==> config.mk <==
export PLATFORM = sky130hd
export DESIGN_NAME = vmicro16_halt_monitor_flat
export DESIGN_NICKNAME = d
export VERILOG_FILES = /design/src/rtl/vmicro16_halt_monitor_pkg.sv /design/src/rtl/vmicro16_halt_monitor_if.sv /design/src/rtl/vmicro16_halt_monitor_cmp.sv /design/src/rtl/vmicro16_halt_monitor.sv /design/src/flat_wrapper.sv
export SDC_FILE = /design/constraint.sdc
export NUM_CORES = 1
export LEC_CHECK = 0
export CORE_MARGIN = 8
export CORE_UTILIZATION = 48
export DETAILED_ROUTE_END_ITERATION = 7
export PLACE_DENSITY = 0.86
export SLEW_MARGIN = 20
export SYNTH_ARGS = -nofsm -noshare
export SYNTH_HDL_FRONTEND = slang
export SYNTH_HIERARCHICAL = 1
export SYNTH_SLANG_ARGS = --single-unit
==> constraint.sdc <==
create_clock -name clk -period 2.6 [get_ports clk]
set_input_delay 0.52 -clock clk [delete_from_list [all_inputs] [get_ports clk]]
set_output_delay 0.52 -clock clk [all_outputs]
set_load 0.005 [all_outputs]
==> src/rtl/vmicro16_halt_monitor_pkg.sv <==
// Shared definitions for the vmicro16 halt monitor: FSM state encoding and
// the helper that locates a channel inside a packed multi-channel bus.
package vmicro16_monitor_pkg;

  typedef enum logic [2:0] {
    ST_IDLE    = 3'd0,
    ST_ARMED   = 3'd1,
    ST_SETTLE  = 3'd2,
    ST_COMPARE = 3'd3,
    ST_DONE    = 3'd4
  } mon_state_e;

  // LSB position of channel 'ch' in a bus packed with channel 0 in the LSBs.
  function automatic int unsigned chan_lsb(input int unsigned ch, input int unsigned width);
    return ch * width;
  endfunction

endpackage

==> src/rtl/vmicro16_halt_monitor_if.sv <==
// Stimulus/result bundle of the halt monitor. The master side is whatever
// drives the run (SoC wrapper or bench); the slave side is the monitor.
interface vmicro16_halt_monitor_if #(
  parameter int CORES      = 4,
  parameter int CHANNELS   = 2,
  parameter int DATA_WIDTH = 16,
  parameter int CW         = 17
);
  logic                           start;
  logic [CORES-1:0]               halt;
  logic [CHANNELS*DATA_WIDTH-1:0] obs;
  logic [CHANNELS*DATA_WIDTH-1:0] expected;
  logic [CHANNELS-1:0]            check_en;
  logic                           busy;
  logic                           done;
  logic                           pass;
  logic                           timed_out;
  logic [CHANNELS-1:0]            mismatch;
  logic [CHANNELS*DATA_WIDTH-1:0] captured;
  logic [CW-1:0]                  cycles;

  modport master (
    output start, halt, obs, expected, check_en,
    input  busy, done, pass, timed_out, mismatch, captured, cycles
  );

  modport slave (
    input  start, halt, obs, expected, check_en,
    output busy, done, pass, timed_out, mismatch, captured, cycles
  );
endinterface

==> src/rtl/vmicro16_halt_monitor_cmp.sv <==
// Masked comparator for one result channel. Combinational; the parent
// registers the flag when it leaves COMPARE.
module vmicro16_halt_monitor_cmp #(
  parameter int DATA_WIDTH = 16
) (
  input  logic [DATA_WIDTH-1:0] obs_i,
  input  logic [DATA_WIDTH-1:0] expected_i,
  input  logic                  en_i,
  output logic                  mismatch_o
);
  assign mismatch_o = en_i & (obs_i != expected_i);
endmodule

==> src/rtl/vmicro16_halt_monitor.sv <==
// Run-completion checker: arms on start, counts cycles until the cores halt
// (or the watchdog expires), waits a settle window, samples the result
// channels and compares them against expected values under a mask.
module vmicro16_halt_monitor
  import vmicro16_monitor_pkg::*;
#(
  parameter int CORES      = 4,
  parameter int CHANNELS   = 2,
  parameter int DATA_WIDTH = 16,
  parameter int HALT_ALL   = 1,
  parameter int SETTLE     = 2,
  parameter int TIMEOUT    = 100000,
  parameter int CW         = $clog2(TIMEOUT + 1)
) (
  input  logic                   clk,
  input  logic                   reset,
  vmicro16_halt_monitor_if.slave bus
);

  // Settle counter is at least one bit wide so SETTLE=0 still elaborates.
  localparam int SW = (SETTLE > 0) ? $clog2(SETTLE + 1) : 1;
  localparam logic [CW-1:0] CYC_LAST    = CW'(TIMEOUT - 1);
  localparam logic [SW-1:0] SETTLE_LOAD = SW'(SETTLE);

  mon_state_e                     state_q;
  logic [CW-1:0]                  cycles_q;
  logic [SW-1:0]                  settle_q;
  logic                           busy_q;
  logic                           done_q;
  logic                           pass_q;
  logic                           timed_out_q;
  logic [CHANNELS-1:0]            mismatch_q;
  logic [CHANNELS*DATA_WIDTH-1:0] captured_q;
  logic                           hc_s;
  logic [CHANNELS-1:0]            cmp_mis_s;

  assign hc_s = (HALT_ALL != 0) ? (&bus.halt) : (|bus.halt);

  // The sample is taken on entry to COMPARE, so the verdict is computed
  // against the registered capture and always agrees with 'captured'.
  for (genvar i = 0; i < CHANNELS; i++) begin : g_cmp
    vmicro16_halt_monitor_cmp #(.DATA_WIDTH(DATA_WIDTH)) u_cmp (
      .obs_i      (captured_q[chan_lsb(i, DATA_WIDTH) +: DATA_WIDTH]),
      .expected_i (bus.expected[chan_lsb(i, DATA_WIDTH) +: DATA_WIDTH]),
      .en_i       (bus.check_en[i]),
      .mismatch_o (cmp_mis_s[i])
    );
  end

  // Run FSM with cycle/settle counters and registered result outputs.
  always_ff @(posedge clk or negedge reset) begin
    if (!reset) begin
      state_q     <= ST_IDLE;
      cycles_q    <= '0;
      settle_q    <= '0;
      busy_q      <= 1'b0;
      done_q      <= 1'b0;
      pass_q      <= 1'b0;
      timed_out_q <= 1'b0;
      mismatch_q  <= '0;
      captured_q  <= '0;
    end else begin
      case (state_q)
        ST_IDLE, ST_DONE: begin
          if (bus.start) begin
            state_q     <= ST_ARMED;
            busy_q      <= 1'b1;
            done_q      <= 1'b0;
            cycles_q    <= '0;
            pass_q      <= 1'b0;
            timed_out_q <= 1'b0;
            mismatch_q  <= '0;
            captured_q  <= '0;
          end
        end
        ST_ARMED: begin
          // Halt takes priority over a watchdog expiry in the same cycle;
          // the counter only advances while the run stays armed.
          if (hc_s) begin
            if (SETTLE == 0) begin
              state_q    <= ST_COMPARE;
              captured_q <= bus.obs;
            end else begin
              state_q  <= ST_SETTLE;
              settle_q <= SETTLE_LOAD;
            end
          end else if (cycles_q == CYC_LAST) begin
            state_q     <= ST_DONE;
            busy_q      <= 1'b0;
            done_q      <= 1'b1;
            timed_out_q <= 1'b1;
            pass_q      <= 1'b0;
            mismatch_q  <= '0;
            captured_q  <= bus.obs;
          end else begin
            cycles_q <= cycles_q + CW'(1);
          end
        end
        ST_SETTLE: begin
          // Halt is treated as sticky here: hc dropping does not abort.
          if (settle_q == SW'(1)) begin
            state_q    <= ST_COMPARE;
            captured_q <= bus.obs;
          end else begin
            settle_q <= settle_q - SW'(1);
          end
        end
        ST_COMPARE: begin
          state_q    <= ST_DONE;
          busy_q     <= 1'b0;
          done_q     <= 1'b1;
          mismatch_q <= cmp_mis_s;
          pass_q     <= ~|cmp_mis_s;
        end
        default: begin
          state_q <= ST_IDLE;
          busy_q  <= 1'b0;
          done_q  <= 1'b0;
        end
      endcase
    end
  end

  assign bus.busy      = busy_q;
  assign bus.done      = done_q;
  assign bus.pass      = pass_q;
  assign bus.timed_out = timed_out_q;
  assign bus.mismatch  = mismatch_q;
  assign bus.captured  = captured_q;
  assign bus.cycles    = cycles_q;

endmodule

==> src/flat_wrapper.sv <==
// flat-port wrapper written by rule: the top's interface ports become plain ports
module vmicro16_halt_monitor_flat import vmicro16_monitor_pkg::*;
#(
  parameter int CORES      = 4,
  parameter int CHANNELS   = 2,
  parameter int DATA_WIDTH = 16,
  parameter int HALT_ALL   = 1,
  parameter int SETTLE     = 2,
  parameter int TIMEOUT    = 100000,
  parameter int CW         = $clog2(TIMEOUT + 1)
)
  (clk, reset, bus_start, bus_halt, bus_obs, bus_expected, bus_check_en, bus_busy, bus_done, bus_pass, bus_timed_out, bus_mismatch, bus_captured, bus_cycles);
  vmicro16_halt_monitor_if #(.CORES(CORES), .CHANNELS(CHANNELS), .DATA_WIDTH(DATA_WIDTH), .CW(CW)) bus_i ();
  input  logic clk;
  input  logic reset;
  input wire logic [$bits(bus_i.start)-1:0] bus_start;
  input wire logic [$bits(bus_i.halt)-1:0] bus_halt;
  input wire logic [$bits(bus_i.obs)-1:0] bus_obs;
  input wire logic [$bits(bus_i.expected)-1:0] bus_expected;
  input wire logic [$bits(bus_i.check_en)-1:0] bus_check_en;
  output wire logic [$bits(bus_i.busy)-1:0] bus_busy;
  output wire logic [$bits(bus_i.done)-1:0] bus_done;
  output wire logic [$bits(bus_i.pass)-1:0] bus_pass;
  output wire logic [$bits(bus_i.timed_out)-1:0] bus_timed_out;
  output wire logic [$bits(bus_i.mismatch)-1:0] bus_mismatch;
  output wire logic [$bits(bus_i.captured)-1:0] bus_captured;
  output wire logic [$bits(bus_i.cycles)-1:0] bus_cycles;
  assign bus_i.start = bus_start;
  assign bus_i.halt = bus_halt;
  assign bus_i.obs = bus_obs;
  assign bus_i.expected = bus_expected;
  assign bus_i.check_en = bus_check_en;
  assign bus_busy = bus_i.busy;
  assign bus_done = bus_i.done;
  assign bus_pass = bus_i.pass;
  assign bus_timed_out = bus_i.timed_out;
  assign bus_mismatch = bus_i.mismatch;
  assign bus_captured = bus_i.captured;
  assign bus_cycles = bus_i.cycles;
  vmicro16_halt_monitor #(.CORES(CORES), .CHANNELS(CHANNELS), .DATA_WIDTH(DATA_WIDTH), .HALT_ALL(HALT_ALL), .SETTLE(SETTLE), .TIMEOUT(TIMEOUT), .CW(CW)) u_core (.clk(clk), .reset(reset), .bus(bus_i));
endmodule
After elaboration in Yosys (flattened, before gate mapping)
Index checks and enable logic that the tools add are counted.
{"block": "totals", "wordCells": 77, "in_bits": 73, "reg_bits": 60, "output_inout_bits": 55}
{"block": "classes", "eq_ne": 16, "n_reduce_logical": 16, "mux": 31, "bitwise": 3, "addsub": 2}
{"op": "$mux W32", "count": 4}
{"op": "$pmux W32 S3", "count": 1}
{"op": "$mux W17", "count": 3}
{"op": "$pmux W17 S2", "count": 1}
{"op": "$ne A16 B16 Y1", "count": 2}
{"op": "$reduce_and A4 Y1", "count": 5}
{"op": "$add A17 B1 Y17 const B", "count": 1}
{"op": "$eq A17 B17 Y1 const B", "count": 1}
{"op": "$mux W3", "count": 4}
{"op": "$pmux W3 S4", "count": 1}
{"op": "$mux W2", "count": 5}
{"op": "$ne A2 B2 Y1 const B", "count": 4}
{"op": "$eq A3 B2 Y1 const B", "count": 2}
{"op": "$mux W1", "count": 6}
{"op": "$ne A2 B1 Y1 const B", "count": 3}
{"op": "$pmux W1 S3", "count": 2}
{"op": "$pmux W2 S3", "count": 1}
{"op": "$reduce_and A3 Y1", "count": 2}
{"op": "$reduce_bool A3 Y1", "count": 2}
{"op": "$reduce_and A5 Y1", "count": 1}
{"op": "$pmux W1 S4", "count": 1}
{"op": "$pmux W2 S2", "count": 1}
{"op": "$reduce_bool A2 Y1", "count": 2}
{"op": "$reduce_or A2 Y1", "count": 2}
{"op": "10 further kinds", "count": 11}

Logic depth before layout (Yosys ltp)
Gate-level depths: netlist of the first run.
{"block": "depth", "depth_word": 5, "mapped_depth": 7}

Cells and area by module
Netlist of the first run, hierarchy kept.
{"module": "vmicro16_halt_monitor", "instances": 1, "seq_area_each_um2": 1501.4, "area_each_um2": 3039.2, "cells_each": 316}
{"module": "vmicro16_halt_monitor_cmp", "instances": 2, "seq_area_each_um2": 0.0, "area_each_um2": 176.4, "cells_each": 21}

Worst setup path before layout of the first run
No wires, ideal clock.
{"block": "synth_path", "kind": "reg-to-reg", "from": "register u_core.cycles_q[0] (netlist: u_core/bus.cycles[0])", "to": "register u_core.captured_q[10] (netlist: u_core/bus.captured[10])", "period_less_slack_ps": 1736, "setup_time_ps": 79, "n_path_buf": 1, "setup_slack_ps": 864, "arrival_time_ps": 1656, "path_stages_with_launch": 8, "path_cell_list": "dfrtp_1 > ha_1 > and4_1 > nand4_4 > nand2_1 > o211ai_4 > buf_6 > mux2i_1"}
{"block": "synth_between", "elab_chain_cells": 3}
{"element": "start: declaration", "line_no": "vmicro16_halt_monitor.sv:26", "source": "logic [CW-1:0] cycles_q;"}
{"element": "start signal: assignment", "line_no": "vmicro16_halt_monitor.sv:96", "source": "cycles_q <= cycles_q + CW'(1);"}
{"element": "$eq A17 B17 Y1", "line_no": "vmicro16_halt_monitor.sv:87", "source": "end else if (cycles_q == CYC_LAST) begin"}
{"element": "$ne A2 B1 Y1 (no line)"}
{"element": "$reduce_and A5 Y1 (no line)"}
{"element": "end signal: assignment", "line_no": "vmicro16_halt_monitor.sv:82", "source": "captured_q <= bus.obs;"}
{"element": "end signal: assignment", "line_no": "vmicro16_halt_monitor.sv:94", "source": "captured_q <= bus.obs;"}
{"element": "end signal: assignment", "line_no": "vmicro16_halt_monitor.sv:103", "source": "captured_q <= bus.obs;"}
{"element": "end: declaration", "line_no": "vmicro16_halt_monitor.sv:33", "source": "logic [CHANNELS*DATA_WIDTH-1:0] captured_q;"}
No other way between the ends.
A chain may end at the register's enable or synchronous reset.

Worst setup path in the final report of the first run
{"block": "layout_path", "from": "input port bus_halt[2]", "to": "register u_core.captured_q[12] (netlist: u_core/bus.captured[12])"}
{"block": "layout_between", "elab_chain_cells": 3}
{"element": "start: declaration", "line_no": "flat_wrapper.sv:17", "source": "input wire logic [$bits(bus_i.halt)-1:0] bus_halt;"}
{"element": "$reduce_and A4 Y1", "line_no": "vmicro16_halt_monitor.sv:37", "source": "assign hc_s = (HALT_ALL != 0) ? (&bus.halt) : (|bus.halt);"}
{"element": "$ne A2 B2 Y1 (no line)"}
{"element": "$reduce_and A5 Y1 (no line)"}
No other way between the ends.

==> run_results.csv, run 1 <==
group,metric,value,unit
sta,max_slew_margin,48.8,%
die,rows,30,
cells_and_area,nFillCells,508,
critical_path,path_cells,"clkdlybuf4s50_1 -> and4_1 -> nor2_1 -> o211ai_4 -> buf_12 -> mux2i_1",
placed_design,placed_cells,576,
drt,drtIter0Drc,169,
cts,clock_latency,0.33,ns
placed_design,place_area,0.00479,mm2
cells_and_area,area_delta_synth_final,46.3,%
cells_and_area,final_cell_mix,"126 x clkdlybuf4s50_1, 60 x dfrtp_1, 50 x nand2_1, 37 x inv_1, 33 x mux2i_1",
cts,cts.path.max_buffers,2,
die,core,0.00683,mm2
critical_path,worstSetupPathType,"input port to flip-flop",
outcome,status,"complete, no violations",
yosys,yosys_warnings,6,
yosys,synth_cell_types,46,
cts,cts_setup_buffers,0,
power_and_ir_drop,power,4.83,mW
cts,cts.repair.resized,0,
sta,fmax,488,MHz
sta,slew_viol_final,0,
grt,grt_max_degree,34,
cells_and_area,final_core_util,72.6,%
power_and_ir_drop,ir_worst_vdd,0.585,mV
cts,cts_root_buf,"clkbuf_8",
yosys,synthesis.nets,433,
cells_and_area,final_common_cell,"clkdlybuf4s50_1",
cts,cts_buffers,9,
power_and_ir_drop,leakage,2.11,nW
drt,wl,10600,um
die,ios,128,
sta,fin_setup_tns,0,ns
grt,grt_usage,20.9,%
yosys,synth_cells,358,
run,drv_cap,0,
grt,antenna_found_initial,0,
cts,clock_sinks,60,
drt,wire_per_inst,18.0,um
yosys,syn_area_per_cell,9.47,um2
drt,first_pass_iters,4,
sta,period_minus_slack,2.05,ns
sta,fin_skew,0.00811,ns
yosys,ys_seq_area_share,44.3,%
grt,overflow,0,
yosys,synth_area,0.00339,mm2
drt,num_vias,3209,
cells_and_area,multi_input_area,0.00167,mm2
critical_path,r2r_slack,0.56,ns
critical_path,critical-path-top-delay-family,"buffers and inverters",
sta,tightest_slew,0.768,ns
grt,grt_pass1_vias,3323,
cts,cts_tree,"done",
cells_and_area,antenna_cells,0,
drt,ant_nets,0,
grt,grt_pass1_wl,16700,um
drt,viasPerCell,5.44,
sta,finalSetupViolations,0,
placed_design,dp_hpwl,8070,um
critical_path,cp-end-kind,"flip-flop",
critical_path,required,2.85,ns
die,die_y,100,um
cells_and_area,seqCellArea,0.00150,mm2
cells_and_area,nNetsFinal,566,
power_and_ir_drop,p_per_area,973,mW/mm2
cells_and_area,drive_gt1_share,6.88,%
critical_path,critPathBufInv,2,
critical_path,max_stage_delay,0.47,ns
die,die_area,0.0100,mm2
sta,fin_crit_sh,78.8,%
critical_path,critPathSlowestCell,"clkdlybuf4s50_1",
sta,rsz0062_at_grt,"no",
cts,htreeDepth,3,
critical_path,critPathLaunchType,"input port",
critical_path,crit_path_max_fanout,32,
critical_path,cp.arrival,2.30,ns
placed_design,port_buffers,127,
yosys,ys_seq_elements,60,
cells_and_area,fin_cells,590,
cells_and_area,fin_area,0.00496,mm2
drt,drc,0,
sta,hold_viol_final,0,
cts,holdBufCountCts,0,
die,start_util,49.7,%
die,die_w,100,um
placed_design,place.gp.congestion,0.907,
cts,cts.clk_slew.worst_paths,0.07,ns
min_path,min_path_type,"input port to asynchronous set/reset pin",
Yosys cell counts, drive strengths merged:
library cell / number / area share, %
a21o: 1 / 0.22
a21oi: 12 / 1.9
a22o: 3 / 0.77
a2bb2oi: 1 / 0.26
a31oi: 4 / 0.74
and2: 3 / 0.55
and3: 2 / 0.37
and4: 2 / 0.52
and4bb: 2 / 0.74
buf: 7 / 1.7
clkbuf: 6 / 0.66
dfrtp: 60 / 44
ha: 2 / 0.74
inv: 37 / 4.1
mux2i: 33 / 9.7
nand2: 52 / 5.9
nand2b: 3 / 0.55
nand3: 8 / 1.2
nand3b: 1 / 0.22
nand4: 13 / 2.8
nor2: 13 / 1.9
nor2b: 3 / 0.55
nor3: 5 / 0.74
nor4: 1 / 0.37
nor4b: 2 / 0.96
o211ai: 2 / 0.85
o21ai: 37 / 5.5
o311ai: 1 / 0.26
o31ai: 4 / 1.0
o32ai: 1 / 0.26
o41a: 2 / 0.66
o41ai: 1 / 0.26
or3: 1 / 0.18
or3b: 1 / 0.26
xnor2: 32 / 8.3
metal layers:
metal | routed length, um | share of wire, % | vias to the layer above | global-route usage, %
met1 | 4320 | 41 | 1542 | 24.9
met2 | 5110 | 48 | 162 | 35.2
met4 | 126 | 1.2 | 0 | 6.16
met5 | 0 | 0 | - | 0
met3 | 1070 | 10 | 12 | 6.44
li1 | - | - | 1493 | -
sequential cells by signal (all words and copies together) (netlist names):
register,cells
u_core/bus.done,1
u_core/bus.captured,32
u_core/settle_q,2
u_core/bus.mismatch,2
u_core/state_q,3
u_core/bus.pass,1
u_core/bus.timed_out,1
u_core/bus.busy,1
u_core/bus.cycles,17
final timing paths:
| check | start | end | cells after the start |
|---|---|---|---|
| setup / recovery | bus_halt[2] | u_core/bus.captured[12] | 6 |
| min in group clk | u_core/bus.busy | u_core/bus.busy | 1 |
| setup reg to reg | u_core/bus.cycles[0] | u_core/bus.cycles[12] | 7 |
| hold / removal | reset | u_core/bus.captured[18] | 1 |
| max in group asynchronous | reset | u_core/state_q[1] | 2 |
| hold reg to reg | u_core/bus.busy | u_core/bus.busy | 1 |
cell families (layout without fill, tap and decap cells):
| family | count (synthesis) | count (layout) | share of synthesized area (%) |
|---|---|---|---|
| adder cells (fa/ha/maj) | 2 | 2 | 0.738 |
| AO/OA/AOI/OAI | 69 | 69 | 12.7 |
| AND/OR/NAND/NOR | 112 | 112 | 17.9 |
| multiplexers | 33 | 33 | 9.74 |
| flip-flops | 60 | 60 | 44.3 |
| XOR/XNOR | 32 | 32 | 8.26 |
| buffers and inverters | 50 | 186 | 6.49 |
metrics by stage:
| step | setup slack [ns] | hold WS, ns |
|---|---|---|
| floorplan | 0.864 | 0.224 |
| global route | 0.471 | 0.311 |
| global placement | 0.305 | 0.468 |
| CTS | 0.574 | 0.265 |
| finish | 0.551 | 0.258 |
| detailed placement | 0.219 | 0.473 |
area by class of cell:
| cell class | instances | share of cell area (%) |
|---|---|---|
| tap | 96 | 2.42 |
| clock buffer | 12 | 3.33 |
| timing repair buffer | 135 | 27.2 |
| inverter | 37 | 2.80 |
| multi-input combinational | 248 | 33.7 |
| sequential | 60 | 30.3 |
| clock inverter | 2 | 0.202 |
power breakdown:
part | leakage [nW] | internal, mW | switching, mW
sequential | 0.803 | 1.25 | 0.328
combinational | 1.21 | 1.32 | 1.17
clock | 0.0941 | 0.410 | 0.347
Note: power is estimated with default switching activity, not from simulation.
==> run 2: changes to the inputs <==
Settings changed: CORE_UTILIZATION 48 to 40, PLACE_DENSITY 0.86 to 0.77.
Clock period 2.6 ns to 1.8 ns, I/O delays scaled along.
==> run 2 against run 1 <==
Register-to-register slack worse by 0.54 ns. Clock power up 100%. Critical path depth up 2. Combinational power up 71%. Die area up 17%. Via count up 4.9%. Routed wire length up 6.8%. Global-route usage down 2.9 points. Count of clock-buffer cells in the layout unchanged. Sequential power up 44%. Clock skew up 0.0012 ns. Final cell count up 8.1%. Critical path type is now flip-flop to flip-flop. Largest cell class unchanged. Highest routed layer unchanged.
==> run_results.csv, run 2 (synthesis results as in run 1) <==
group,metric,value,unit
outcome,status,"complete, no violations",
drt,num_vias,3367,
power_and_ir_drop,ir_worst_vdd,0.831,mV
drt,wire_per_inst,17.8,um
sta,fin_setup_tns,0,ns
grt,antenna_found_initial,0,
grt,grt_pass1_wl,16800,um
sta,tightest_slew,0.541,ns
cts,clock_sinks,60,
grt,grt_usage,18.0,%
critical_path,critPathSlowestCell,"dfrtp_1",
power_and_ir_drop,p_per_area,1480,mW/mm2
sta,max_slew_margin,63.7,%
grt,grt_max_degree,61,
die,die_area,0.0117,mm2
cells_and_area,final_common_cell,"clkdlybuf4s50_1",
sta,fin_skew,0.00928,ns
cts,cts_buffers,9,
cells_and_area,fin_area,0.00546,mm2
critical_path,cp-end-kind,"flip-flop",
cells_and_area,nFillCells,644,
die,core,0.00822,mm2
power_and_ir_drop,power,8.05,mW
critical_path,path_cells,"ha_2 -> and4_4 -> nand4_4 -> nand2_2 -> o211ai_4 -> buf_12 -> clkbuf_16 -> mux2i_1",
critical_path,required,2.04,ns
sta,fin_crit_sh,98.7,%
cts,clock_latency,0.33,ns
cts,cts_tree,"done",
critical_path,cp.arrival,2.01,ns
power_and_ir_drop,leakage,2.37,nW
sta,finalSetupViolations,0,
placed_design,port_buffers,127,
cells_and_area,largest_register_ffs,32,
critical_path,crit_path_max_fanout,8,
drt,ant_nets,0,
drt,wl,11400,um
cells_and_area,antenna_cells,0,
die,rows,33,
critical_path,critPathBufInv,2,
grt,overflow,0,
cells_and_area,area_delta_synth_final,60.9,%
sta,fmax,563,MHz
placed_design,dp_hpwl,8050,um
critical_path,r2r_slack,0.02,ns
critical_path,reg2reg_from,"u_core/bus.cycles[1]",
cells_and_area,nNetsFinal,603,
drt,drc,0,
cts,cts.clk_slew.worst_paths,0.07,ns
drt,first_pass_iters,5,
sta,hold_viol_final,0,
placed_design,place.gp.congestion,0.859,
critical_path,reg2reg_to,"u_core/bus.captured[13]",
cts,cts_root_buf,"clkbuf_8",
sta,slew_viol_final,0,
critical_path,ff2ff_path_depth,8,
sta,rsz0062_at_grt,"yes",
cts,cts.path.max_buffers,2,
cts,htreeDepth,3,
cells_and_area,drive_gt1_share,15.8,%
critical_path,crit_start,"u_core/bus.cycles[1]",
cells_and_area,final_cell_mix,"126 x clkdlybuf4s50_1, 60 x dfrtp_1, 49 x nand2_1, 37 x inv_1, 35 x buf_4",
critical_path,worstSetupPathType,"flip-flop to flip-flop",
drt,drtIter0Drc,145,
sta,period_minus_slack,1.78,ns
critical_path,max_stage_delay,0.37,ns
grt,grt_pass1_vias,3383,
placed_design,place_area,0.00504,mm2
run,drv_cap,0,
min_path,min_path_type,"input port to asynchronous set/reset pin",
die,die_w,108,um
critical_path,critical-path-top-delay-family,"simple AND/OR/NAND/NOR gates",
die,ios,128,
die,start_util,41.3,%
critical_path,critPathLaunchType,"flip-flop",
drt,viasPerCell,5.28,
die,die_y,108,um
[run 2: metal layers]
layer  wire length, um  vias up  global-route usage, %
li1                  -     1570                      -
met1              4920     1623                   22.8
met2              5310      161                   29.7
met3              1010       13                   4.46
met4               114        0                   4.86
met5                 0        -                      0
[run 2: final cells by class]
class | count | area (um2) | share of cell area [%]
Clock buffer | 12 | 155 | 2.84
Clock inverter | 4 | 95.1 | 1.74
Inverter | 37 | 139 | 2.55
Multi-Input combinational cell | 248 | 1730 | 31.7
Sequential cell | 60 | 1500 | 27.5
Tap cell | 105 | 131 | 2.41
Timing Repair Buffer | 172 | 1700 | 31.2
[run 2: report_power, final]
group | leakage [nW] | switching [mW] | internal, mW
sequential | 0.803 | 0.454 | 1.81
clock | 0.127 | 0.523 | 0.995
combinational | 1.44 | 1.91 | 2.36
total | 2.37 | 2.88 | 5.17
[run 2: repair_timing]
action | in CTS | in global routing
setup endpoints to repair | 4 | 43
pin swaps | 1 | 6
buffers inserted | 0 | 2
gates resized for setup | 3 | 14
gates cloned | 0 | 4
hold buffers | 0 | 0
[run 2: worst max path at each step]
stage / to / slack [ns] / depth (start not counted)
global route: u_core/bus.captured[13] / -0.04 / 8
detailed placement: u_core/bus.pass / -0.37 / 6
CTS: u_core/bus.pass / 0.01 / 6
floorplan: u_core/bus.captured[10] / 0.06 / 7
finish: u_core/bus.captured[13] / 0.02 / 8
global placement: u_core/bus.pass / -0.28 / 6
[run 2: metrics by stage]
step,setup WS [ns],utilization (%),instances,hold WS [ns]
after floorplan,0.0643,-,358,0.0644
after detailed placement,-0.371,61.4,616,0.396
after global routing,-0.0429,66.4,638,0.0632
after global placement,-0.279,61.4,616,0.396
after CTS,0.0144,64.6,632,0.0444
final,0.0232,66.4,638,0.0444
